## src/rtl/ecc_apb_ctrl_pkg.sv

```systemverilog
// Shared definitions for the ECC APB controller: register offsets,
// codeword-width encoding, sequencer states and the width mask helper.
package ecc_pkg;

  localparam logic [4:0] CTRL_ADDR     = 5'h00;
  localparam logic [4:0] DATA_IN_ADDR  = 5'h04;
  localparam logic [4:0] CW_ADDR       = 5'h08;
  localparam logic [4:0] NOISE_ADDR    = 5'h0C;
  localparam logic [4:0] DATA_OUT_ADDR = 5'h10;
  localparam logic [4:0] STATUS_ADDR   = 5'h14;

  typedef enum logic [1:0] {
    CW_8  = 2'b00,
    CW_16 = 2'b01,
    CW_32 = 2'b10
  } cw_e;

  typedef enum logic {
    IDLE = 1'b0,
    ENC  = 1'b1
  } state_e;

  // CW=11 behaves like the full-width setting.
  function automatic logic [31:0] cw_mask(input logic [1:0] cw);
    logic [31:0] m;
    case (cw)
      CW_8:    m = 32'h0000_00FF;
      CW_16:   m = 32'h0000_FFFF;
      default: m = 32'hFFFF_FFFF;
    endcase
    return m;
  endfunction

endpackage

```

## src/rtl/ecc_apb_ctrl_if.sv

```systemverilog
// APB bus bundle between a master (software side) and the ECC controller.
interface ecc_apb_ctrl_if #(
  parameter int AMBA_WORD       = 32,
  parameter int AMBA_ADDR_WIDTH = 20
);
  logic [AMBA_ADDR_WIDTH-1:0] paddr;
  logic                       psel;
  logic                       penable;
  logic                       pwrite;
  logic [AMBA_WORD-1:0]       pwdata;
  logic [AMBA_WORD-1:0]       prdata;
  logic                       pready;
  logic                       pslverr;

  modport master (
    output paddr, psel, penable, pwrite, pwdata,
    input  prdata, pready, pslverr
  );

  modport slave (
    input  paddr, psel, penable, pwrite, pwdata,
    output prdata, pready, pslverr
  );
endinterface

```

## src/rtl/ecc_apb_ctrl_regs.sv

```systemverilog
// APB decode, configuration register storage and error response.
module ecc_apb_regs
  import ecc_pkg::*;
#(
  parameter int DATA_WIDTH      = 32,
  parameter int AMBA_WORD       = 32,
  parameter int AMBA_ADDR_WIDTH = 20
) (
  input  logic                  clk,
  input  logic                  rst,
  ecc_apb_ctrl_if.slave         apb,
  input  logic                  busy,
  input  logic                  done,
  input  logic [DATA_WIDTH-1:0] data_out,
  output logic                  start_req,
  output logic                  ctrl_wr,
  output logic                  noise_en,
  output logic [DATA_WIDTH-1:0] data_in,
  output logic [DATA_WIDTH-1:0] noise,
  output logic [1:0]            cw
);

  logic                  access, wr_ok, cfg_hit, ro_hit;
  logic [4:0]            offset;
  logic [AMBA_WORD-1:0]  rdata;
  logic                  noise_en_q, noise_en_d;
  logic [DATA_WIDTH-1:0] data_in_q, data_in_d;
  logic [DATA_WIDTH-1:0] noise_q, noise_d;
  logic [1:0]            cw_q, cw_d;
  logic                  unused_addr_bits;

  assign offset           = {apb.paddr[4:2], 2'b00};
  assign unused_addr_bits = ^{apb.paddr[AMBA_ADDR_WIDTH-1:5], apb.paddr[1:0]};

  // Config writes are refused while the sequencer is busy.
  always_comb begin
    access      = apb.psel & apb.penable;
    cfg_hit     = offset inside {CTRL_ADDR, DATA_IN_ADDR, CW_ADDR, NOISE_ADDR};
    ro_hit      = offset inside {DATA_OUT_ADDR, STATUS_ADDR};
    apb.pready  = access;
    apb.pslverr = 1'b0;
    if (access)
      apb.pslverr = apb.pwrite ? (!cfg_hit || busy) : !(cfg_hit || ro_hit);
    wr_ok     = access & apb.pwrite & cfg_hit & ~busy;
    ctrl_wr   = wr_ok && (offset == CTRL_ADDR);
    start_req = ctrl_wr && apb.pwdata[0];
  end

  always_comb begin
    rdata = '0;
    if (apb.psel && apb.penable && !apb.pwrite) begin
      case (offset)
        CTRL_ADDR:     rdata[1] = noise_en_q;
        DATA_IN_ADDR:  rdata[DATA_WIDTH-1:0] = data_in_q;
        CW_ADDR:       rdata[1:0] = cw_q;
        NOISE_ADDR:    rdata[DATA_WIDTH-1:0] = noise_q;
        DATA_OUT_ADDR: rdata[DATA_WIDTH-1:0] = data_out;
        STATUS_ADDR:   rdata[1:0] = {done, busy};
        default:       rdata = '0;
      endcase
    end
    apb.prdata = rdata;
  end

  always_comb begin
    noise_en_d = noise_en_q;
    data_in_d  = data_in_q;
    noise_d    = noise_q;
    cw_d       = cw_q;
    if (wr_ok) begin
      case (offset)
        CTRL_ADDR:    noise_en_d = apb.pwdata[1];
        DATA_IN_ADDR: data_in_d  = apb.pwdata[DATA_WIDTH-1:0];
        CW_ADDR:      cw_d       = apb.pwdata[1:0];
        NOISE_ADDR:   noise_d    = apb.pwdata[DATA_WIDTH-1:0];
        default:      ;
      endcase
    end
  end

  always_ff @(posedge clk or posedge rst) begin
    if (rst) begin
      noise_en_q <= 1'b0;
      data_in_q  <= '0;
      noise_q    <= '0;
      cw_q       <= '0;
    end else begin
      noise_en_q <= noise_en_d;
      data_in_q  <= data_in_d;
      noise_q    <= noise_d;
      cw_q       <= cw_d;
    end
  end

  assign noise_en = noise_en_q;
  assign data_in  = data_in_q;
  assign noise    = noise_q;
  assign cw       = cw_q;

endmodule

```

## src/rtl/ecc_apb_ctrl.sv

```systemverilog
// APB-controlled sequencer that fires the Hamming encoder for one cycle
// and captures its masked, optionally noise-corrupted result.
module ecc_apb_ctrl
  import ecc_pkg::*;
#(
  parameter int DATA_WIDTH      = 32,
  parameter int AMBA_WORD       = 32,
  parameter int AMBA_ADDR_WIDTH = 20
) (
  input  logic                  clk,
  input  logic                  rst,
  ecc_apb_ctrl_if.slave         apb,
  output logic                  enc_ena,
  output logic [1:0]            enc_codeword_width,
  output logic [DATA_WIDTH-1:0] enc_data_in,
  input  logic [DATA_WIDTH-1:0] enc_data_out
);

  state_e                state_q, state_d;
  logic                  done_q, done_d;
  logic [DATA_WIDTH-1:0] data_out_q, data_out_d;
  logic                  busy, start_req, ctrl_wr, noise_en;
  logic [DATA_WIDTH-1:0] data_in, noise;
  logic [1:0]            cw;
  logic [31:0]           mask32;

  ecc_apb_regs #(
    .DATA_WIDTH      (DATA_WIDTH),
    .AMBA_WORD       (AMBA_WORD),
    .AMBA_ADDR_WIDTH (AMBA_ADDR_WIDTH)
  ) u_regs (
    .clk       (clk),
    .rst       (rst),
    .apb       (apb),
    .busy      (busy),
    .done      (done_q),
    .data_out  (data_out_q),
    .start_req (start_req),
    .ctrl_wr   (ctrl_wr),
    .noise_en  (noise_en),
    .data_in   (data_in),
    .noise     (noise),
    .cw        (cw)
  );

  always_ff @(posedge clk or posedge rst) begin
    if (rst) begin
      state_q    <= IDLE;
      done_q     <= 1'b0;
      data_out_q <= '0;
    end else begin
      state_q    <= state_d;
      done_q     <= done_d;
      data_out_q <= data_out_d;
    end
  end

  // Any accepted CTRL write clears done; completing ENC sets it.
  always_comb begin
    state_d    = state_q;
    done_d     = done_q;
    data_out_d = data_out_q;
    mask32     = cw_mask(cw);
    case (state_q)
      IDLE: begin
        if (ctrl_wr)   done_d  = 1'b0;
        if (start_req) state_d = ENC;
      end
      ENC: begin
        state_d    = IDLE;
        done_d     = 1'b1;
        data_out_d = (enc_data_out ^ (noise_en ? noise : '0)) & mask32[DATA_WIDTH-1:0];
      end
      default: state_d = IDLE;
    endcase
  end

  always_comb begin
    busy    = (state_q == ENC);
    enc_ena = (state_q == ENC);
  end

  assign enc_codeword_width = cw;
  assign enc_data_in        = data_in;

endmodule

```

## src/flat_wrapper.sv

```systemverilog
// flat-port wrapper written by rule: the top's interface ports become plain ports
module ecc_apb_ctrl_flat import ecc_pkg::*;
#(
  parameter int DATA_WIDTH      = 32,
  parameter int AMBA_WORD       = 32,
  parameter int AMBA_ADDR_WIDTH = 20
)
  (clk, rst, enc_ena, enc_codeword_width, enc_data_in, enc_data_out, apb_paddr, apb_psel, apb_penable, apb_pwrite, apb_pwdata, apb_prdata, apb_pready, apb_pslverr);
  ecc_apb_ctrl_if #(.AMBA_WORD(AMBA_WORD), .AMBA_ADDR_WIDTH(AMBA_ADDR_WIDTH)) apb_i ();
  input  logic clk;
  input  logic rst;
  output logic enc_ena;
  output logic [1:0] enc_codeword_width;
  output logic [DATA_WIDTH-1:0] enc_data_in;
  input  logic [DATA_WIDTH-1:0] enc_data_out;
  input wire logic [$bits(apb_i.paddr)-1:0] apb_paddr;
  input wire logic [$bits(apb_i.psel)-1:0] apb_psel;
  input wire logic [$bits(apb_i.penable)-1:0] apb_penable;
  input wire logic [$bits(apb_i.pwrite)-1:0] apb_pwrite;
  input wire logic [$bits(apb_i.pwdata)-1:0] apb_pwdata;
  output wire logic [$bits(apb_i.prdata)-1:0] apb_prdata;
  output wire logic [$bits(apb_i.pready)-1:0] apb_pready;
  output wire logic [$bits(apb_i.pslverr)-1:0] apb_pslverr;
  assign apb_i.paddr = apb_paddr;
  assign apb_i.psel = apb_psel;
  assign apb_i.penable = apb_penable;
  assign apb_i.pwrite = apb_pwrite;
  assign apb_i.pwdata = apb_pwdata;
  assign apb_prdata = apb_i.prdata;
  assign apb_pready = apb_i.pready;
  assign apb_pslverr = apb_i.pslverr;
  ecc_apb_ctrl #(.DATA_WIDTH(DATA_WIDTH), .AMBA_WORD(AMBA_WORD), .AMBA_ADDR_WIDTH(AMBA_ADDR_WIDTH)) u_core (.clk(clk), .rst(rst), .apb(apb_i), .enc_ena(enc_ena), .enc_codeword_width(enc_codeword_width), .enc_data_in(enc_data_in), .enc_data_out(enc_data_out));
endmodule
```

## config.mk

```make
export PLATFORM = sky130hd
export DESIGN_NAME = ecc_apb_ctrl_flat
export DESIGN_NICKNAME = d
export VERILOG_FILES = /design/src/rtl/ecc_apb_ctrl_pkg.sv /design/src/rtl/ecc_apb_ctrl_if.sv /design/src/rtl/ecc_apb_ctrl_regs.sv /design/src/rtl/ecc_apb_ctrl.sv /design/src/flat_wrapper.sv
export SDC_FILE = /design/constraint.sdc
export NUM_CORES = 1
export LEC_CHECK = 0
export ABC_CLOCK_PERIOD_IN_PS = 6270
export BUFFER_PORTS_ARGS = -buffer_cell sky130_fd_sc_hd__buf_2
export CAP_MARGIN = 20
export CORE_MARGIN = 2
export CORE_UTILIZATION = 40
export DETAILED_ROUTE_END_ITERATION = 6
export HOLD_SLACK_MARGIN = 0.08
export SYNTH_ARGS = -nofsm -noshare
export SYNTH_HDL_FRONTEND = slang
export SYNTH_SLANG_ARGS = --single-unit
```

## constraint.sdc

```tcl
create_clock -name clk -period 6.27 [get_ports clk]
set_input_delay 1.254 -clock clk [delete_from_list [all_inputs] [get_ports clk]]
set_output_delay 1.254 -clock clk [all_outputs]
set_load 0.02 [all_outputs]
```

==> flow_metrics.py, run 1 <==
metrics = {
    "clock_network": {
        "cts_tree": "done",
        "cts_hold_buffers": 0,
        "htree_levels": 3,
        "clockRootBuffer": "clkbuf_16",
        "max-clock-path-buffers": 2,
        "path_clk_slew_ps": 70,
        "cts_buffers": 9,
        "cts_resized": 0,
        "cts_sinks": 101,
        "post_cts_buffers": 0,
        "insertion_delay_ps": 350,
    },
    "routing": {
        "drc": 0,
        "antenna_left": 0,
        "dr_total_vias": 4377,
        "drt-vias-per-instance": 5.22,
        "wire_per_inst_um": 17.8,
        "dr.first_iter.drc_count": 198,
        "wl_um": 14900,
        "first_pass_iters": 5,
    },
    "critical_path": {
        "start_kind": "input port",
        "crit_arrival_ps": 3370,
        "required_ps": 5020,
        "crit_chain": "buf_2 > and3b_1 > buf_4 > nand2_1 > a21oi_1 > buf_2",
        "crit_buf_inv": 3,
        "end_kind": "output pin",
        "path_max_fanout": 40,
        "slowest_stage": "and3b_1",
        "crit_type": "in -> out",
        "reg2reg_slack_ps": 3920,
        "cpMostUsedCell": "buf_2",
        "cp_num_cells": 6,
        "r2r-start": "u_core.enc_ena",
        "max_stage_delay_ps": 710,
        "r2r_cells": 4,
        "r2r-end": "u_core.u_regs.noise[7]",
        "critPathTopFamily": "buffers and inverters",
        "crit_path_start": "apb_paddr[2]",
        "critPathCapture": "apb_prdata[30]",
    },
    "global_route": {
        "antenna_found_initial": 0,
        "grt_use_total_pct": 20.6,
        "grt_overflow": 0,
        "grt_pass1_wl_um": 23500,
        "grt_max_degree": 53,
        "grt_pass1_vias": 4408,
    },
    "power": {
        "p_leak_nw": 3.44,
        "vdd_drop_max_mv": 0.119,
        "p_total_w": 0.00162,
        "power_density_nw_per_um2": 242,
    },
    "synth": {
        "synthTopCellsByArea": "dfrtp_1, and3b_1, mux2_2, mux2_4, xor2_1",
        "synth_seq_cells": 101,
        "synthesis.nets": 626,
        "synthDominantCellAreaShare_pct": 45.2,
        "synthArstFlopShare_pct": 100,
        "syn_area_per_cell_sq_um": 10.5,
        "synth_cells": 533,
        "synthMuxAreaShare_pct": 15.6,
        "synth_top_family_by_area": "simple AND/OR/NAND/NOR gates",
        "synth_fa_ha_area_share_pct": 0.896,
        "yosys-top-cells-count": "dfrtp_1, nand2_1, and3b_1",
        "syn_area_sq_um": 5590,
        "yosysSeqAreaShare_pct": 45.2,
        "synth_flop_cell": "dfrtp_1",
        "yosysUniqueCellTypes": 32,
        "synth-compound-area-share_pct": 10.1,
        "yosysWarnings": 0,
        "yosysTopAreaCell": "dfrtp_1",
        "synth.most_common_cell": "dfrtp_1",
        "synthSimpleGateAreaFrac_pct": 17.4,
        "synthXorXnorAreaFrac_pct": 5.02,
        "synth_enable_flop_cells": 0,
    },
    "sta": {
        "slew_headroom_pct": 32.1,
        "worst-slew-pin-transition_ps": 1010,
        "hold_viol": 0,
        "layout_min_cycle_time_ps": 4630,
        "setup_tns_ps": 0,
        "timing.final.max_slew_violations": 0,
        "finalSetupViolCount": 0,
        "skew_ps": 7.00,
        "post-route-period-util_pct": 73.8,
        "rsz0062_at_grt": "false",
        "fmax_mhz": 216,
    },
    "final_layout": {
        "nNetsFinal": 746,
        "seq_area_sq_um": 2530,
        "multiInputGateArea_sq_um": 2750,
        "fillers": 1333,
        "syn2layout_area_growth_pct": 19.7,
        "post-route-util_pct": 48.6,
        "layout-drive-gt1-share_pct": 35.4,
    },
    "placement": {
        "dp_hpwl_um": 9520,
        "portBuffers": 140,
        "gp_congestion": 0.749,
    },
    "floorplan": {
        "die-area_sq_um": 14900,
        "die_h_um": 122,
        "pin_count": 158,
        "dieWidth_um": 122,
        "initial_core_util_pct": 40.6,
        "fp.coreArea_sq_um": 13800,
        "fp-row-count": 43,
    },
    "worst_hold_path": {
        "hold_class": "reg -> reg",
    },
    "status": {
        "outcome": "complete, no violations",
    },
    "flow_run": {
        "drv_cap": 0,
    },
}
[metal layers]
| layer | part of all wire (%) | GRT usage [%] |
|---|---|---|
| met5 | 0 | 0 |
| met4 | 1.1 | 5.10 |
| met3 | 5.9 | 5.81 |
| met2 | 47 | 33.6 |
| met1 | 46 | 27.2 |
[layout by cell type (no fill, tap or decap), drive strengths merged, types with 4 or more instances in the layout]
master / instances
nand2: 64
o21ai: 32
o22ai: 24
nor2: 10
dfrtp: 101
mux2: 67
buf: 150
a21oi: 39
nand3b: 4
inv: 28
clkbuf: 12
xor2: 32
ha: 4
and3b: 62
mux2i: 4
[logic make-up (layout without fill, tap and decap cells)]
family | after synthesis | in the layout
and+or+nand+nor | 155 | 155
AOI/OAI and AO/OA | 101 | 101
DFF | 101 | 101
muxes | 71 | 71
buffers and inverters | 69 | 194
xor gates and xnor gates | 32 | 32
adders and majority gates | 4 | 4
other | 0 | 1
[power breakdown]
| group | internal [W] | leakage, nW | switching [W] | total, W |
|---|---|---|---|---|
| clock | 0.000289 | 0.138 | 0.000243 | 0.000533 |
| combinational | 0.000138 | 2.08 | 0.000162 | 0.000300 |
| sequential | 0.000732 | 1.23 | 0.0000539 | 0.000786 |
| total | 0.00116 | 3.44 | 0.000459 | 0.00162 |
[sequential cells by signal, indices dropped and copies added, names as in the netlist]
name,flops
u_core.data_out_q,32
u_core.u_regs.noise_en,1
u_core.u_regs.noise,32
u_core.done_q,1
u_core.enc_ena,1
u_core.u_regs.cw,2
u_core.u_regs.data_in,32
[cell type report]
| cell class | instances | area share [%] |
|---|---|---|
| multi-input cells | 363 | 41.1 |
| flip-flops and latches | 101 | 37.8 |
| repair buffers | 150 | 11.9 |
| clock buffers | 12 | 3.83 |
| well taps | 180 | 3.37 |
| inverters | 28 | 1.61 |
| clock inverters | 4 | 0.337 |
| diodes | 1 | 0.0374 |
[through the flow]
| step | instance area, sq um | hold WS (ps) | std cells | setup WS (ps) |
|---|---|---|---|---|
| 2_1_floorplan | 5590 | 450 | 533 | 2370 |
| 3_3_place_gp | 6380 | 458 | 821 | 1650 |
| 3_5_place_dp | 6410 | 479 | 822 | 1640 |
| 4_1_cts | 6690 | 494 | 838 | 1640 |
| 5_1_grt | 6690 | 518 | 838 | 1490 |
| 6_report | 6690 | 486 | 839 | 1640 |
[worst min path at each step]
stage | cells past startpoint | from | to | slack (ps)
2_1_floorplan | 1 | u_core.done_q | u_core.done_q | 450
4_1_cts | 1 | u_core.done_q | u_core.done_q | 490
5_1_grt | 1 | u_core.done_q | u_core.done_q | 520
6_report | 1 | u_core.done_q | u_core.done_q | 490
3_5_place_dp | 1 | u_core.done_q | u_core.done_q | 480
3_3_place_gp | 1 | u_core.done_q | u_core.done_q | 460
(Power assumes the default switching activity.)
==> run 2: changes to the inputs <==
--- a/config.mk
+++ b/config.mk
@@ -5,7 +5,8 @@
 export SDC_FILE = /design/constraint.sdc
 export NUM_CORES = 1
 export LEC_CHECK = 0
-export ABC_CLOCK_PERIOD_IN_PS = 6270
+export ABC_AREA = 1
+export ABC_CLOCK_PERIOD_IN_PS = 4580
 export BUFFER_PORTS_ARGS = -buffer_cell sky130_fd_sc_hd__buf_2
 export CAP_MARGIN = 20
 export CORE_MARGIN = 2
==> constraint.sdc (replaced) <==
create_clock -name clk -period 4.58 [get_ports clk]
set_input_delay 0.916 -clock clk [delete_from_list [all_inputs] [get_ports clk]]
set_output_delay 0.916 -clock clk [all_outputs]
set_load 0.02 [all_outputs]
==> run 2 against run 1 <==
Net effect:
- design area is 6.1% lower
- final cell count grew 15%
- non-clock buffer count grew 3
- register-to-register slack worse by 1800 ps
- first-iteration DRC count increased by 78%
- synthesized area is 7.9% lower
- global-route usage grew 2.2 points
- critical path type unchanged
==> flow_metrics.py, run 2 <==
metrics = {
    "clock_network": {
        "htree_levels": 3,
        "cts_resized": 0,
        "cts_sinks": 101,
        "post_cts_buffers": 0,
        "clockRootBuffer": "clkbuf_16",
        "cts_hold_buffers": 0,
        "insertion_delay_ps": 350,
        "path_clk_slew_ps": 70,
        "max-clock-path-buffers": 2,
        "cts_tree": "done",
        "cts_buffers": 9,
    },
    "final_layout": {
        "final_common_cell": "nand2_1",
        "nNetsFinal": 879,
        "fin_cells": 963,
        "layout_common_cells": "nand2_1, buf_2, nand3_1",
        "diodes": 0,
        "syn2layout_area_growth_pct": 22.0,
        "layout-drive-gt1-share_pct": 22.4,
        "fillers": 1268,
    },
    "synth": {
        "yosysTopAreaCell": "dfrtp_1",
        "synth_enable_flop_cells": 0,
        "yosysWarnings": 0,
        "yosysUniqueCellTypes": 21,
        "synthesis.nets": 762,
        "synthDominantCellAreaShare_pct": 49.1,
        "syn_area_per_cell_sq_um": 7.69,
        "syn_area_sq_um": 5150,
        "synth.most_common_cell": "nand2_1",
        "synth_seq_cells": 101,
        "synth_cells": 669,
        "synth_flop_cell": "dfrtp_1",
        "yosysSeqAreaShare_pct": 49.1,
        "synthTopCellsByArea": "dfrtp_1, nand2_1, nand3_1, a31oi_1, xor2_1",
        "synthArstFlopShare_pct": 100,
        "yosys-top-cells-count": "nand2_1, nand3_1, dfrtp_1",
    },
    "global_route": {
        "grt_pass1_vias": 4858,
        "grt_overflow": 0,
        "antenna_found_initial": 0,
        "grt_use_total_pct": 22.8,
        "grt_max_degree": 77,
        "grt_pass1_wl_um": 25200,
    },
    "routing": {
        "dr.first_iter.drc_count": 353,
        "drc": 0,
        "wire_per_inst_um": 16.1,
        "dr_total_vias": 5094,
        "drt-vias-per-instance": 5.29,
        "first_pass_iters": 5,
        "wl_um": 15500,
        "antenna_left": 0,
    },
    "sta": {
        "fmax_mhz": 274,
        "slew_headroom_pct": 35.6,
        "worst_slack_ps": 934,
        "skew_ps": 7.76,
        "post-route-period-util_pct": 79.6,
        "finalSetupViolCount": 0,
        "hold_viol": 0,
        "layout_min_cycle_time_ps": 3650,
        "rsz0062_at_grt": "false",
        "timing.final.max_slew_violations": 0,
        "worst-slew-pin-transition_ps": 966,
        "setup_tns_ps": 0,
    },
    "placement": {
        "dp_hpwl_um": 9900,
        "pre_cts_ws_ps": 958,
        "portBuffers": 140,
        "dp_cells": 947,
        "gp_congestion": 0.797,
    },
    "critical_path": {
        "slowest_stage": "inv_2",
        "max_stage_delay_ps": 530,
        "required_ps": 3660,
        "crit_chain": "buf_2 > inv_1 > nand3_1 > inv_2 > buf_4 > nand2_1 > a31oi_1 > buf_2",
        "crit_buf_inv": 5,
        "r2r-end": "u_core.u_regs.noise[30]",
        "path_max_fanout": 35,
        "critPathTopFamily": "buffers and inverters",
        "end_kind": "output pin",
        "crit_arrival_ps": 2730,
        "start_kind": "input port",
        "cpMostUsedCell": "buf_2",
        "crit_type": "in -> out",
        "r2r_cells": 8,
        "r2r-start": "u_core.enc_ena",
        "reg2reg_slack_ps": 2140,
    },
    "worst_hold_path": {
        "hold_depth": 2,
        "hold_end": "u_core.data_out_q[6]",
        "hold_class": "reg -> reg",
        "min-delay-start": "u_core.data_out_q[6]",
    },
    "power": {
        "p_leak_nw": 3.24,
        "vdd_drop_max_mv": 0.152,
        "power_density_nw_per_um2": 350,
    },
    "floorplan": {
        "fp-row-count": 41,
        "fp.coreArea_sq_um": 12600,
        "dieWidth_um": 117,
        "die_h_um": 117,
        "initial_core_util_pct": 40.9,
        "die-area_sq_um": 13800,
        "pin_count": 158,
    },
    "status": {
        "outcome": "complete, no violations",
    },
    "flow_run": {
        "drv_cap": 0,
    },
}
[run 2: cell types whose count changed after synthesis, sizes merged, moves of 6 or more]
cell    delta
clkbuf     -6
buf       +12
a21oi     -22
o21ai     -15
mux2      -67
and3b     -62
nand3    +116
xor2      -16
a31oi     +30
nand2    +186
[run 2: cell type report]
| type | count | area (sq um) | share of cell area, % |
|---|---|---|---|
| inverters | 31 | 119 | 1.89 |
| well taps | 172 | 215 | 3.43 |
| clock inverters | 3 | 18.8 | 0.299 |
| multi-input cells | 490 | 2300 | 36.7 |
| repair buffers | 153 | 823 | 13.1 |
| clock buffers | 13 | 270 | 4.30 |
| flip-flops and latches | 101 | 2530 | 40.3 |
[run 2: stage by stage]
stage	hold WS, ps	total power [W]	utilization [%]	area, sq um
6_report	489	0.00220	50.0	6280
2_1_floorplan	442	0.00132	-	5150
5_1_grt	511	0.00231	50.0	6280
4_1_cts	481	0.00222	50.0	6280
3_5_place_dp	463	0.00147	47.7	5990
3_3_place_gp	460	0.00146	47.7	5990
[run 2: how the worst max path moves through the flow]
stage	startpoint	to	slack, ps	cells after the start
floorplan	rst	u_core.data_out_q[0]	1020	1
global placement	apb_paddr[3]	apb_prdata[29]	940	8
detailed placement	apb_paddr[3]	apb_prdata[29]	960	8
CTS	apb_paddr[3]	apb_prdata[29]	940	8
global route	apb_paddr[3]	apb_prdata[28]	780	8
finish	apb_paddr[3]	apb_prdata[29]	930	8
[run 2: cell families (layout without fill, tap and decap cells)]
logic type	after synthesis	count (layout)	synth area share, %
buf+inv	78	200	6.30
compound gates	85	85	9.51
xor+xnor	16	16	2.72
fa+ha+maj	4	4	0.973
simple gates	385	385	31.4
flops	101	101	49.1
[run 2: worst min-delay path: cells and delay by family, from the launching register on]
family             cells  cell delay (ps)
AOI/OAI and AO/OA      1               60
and+or+nand+nor        1               50
DFF                    1              340
[run 2: where the power goes]
group	leakage, nW	internal, W	switching (W)
logic	1.86	0.000125	0.000220
clock network	0.146	0.000413	0.000338
registers	1.23	0.00100	0.000101
total	3.24	0.00154	0.000659
[run 2: metal layers]
metal	part of all wire, %	up-vias	track usage [%]	wire, um
met5	0	-	0	0
met3	6.1	17	3.79	942
li1	-	2452	-	-
met4	1.6	0	7.76	243
met2	49	187	37.3	7520
met1	44	2438	30.8	6790
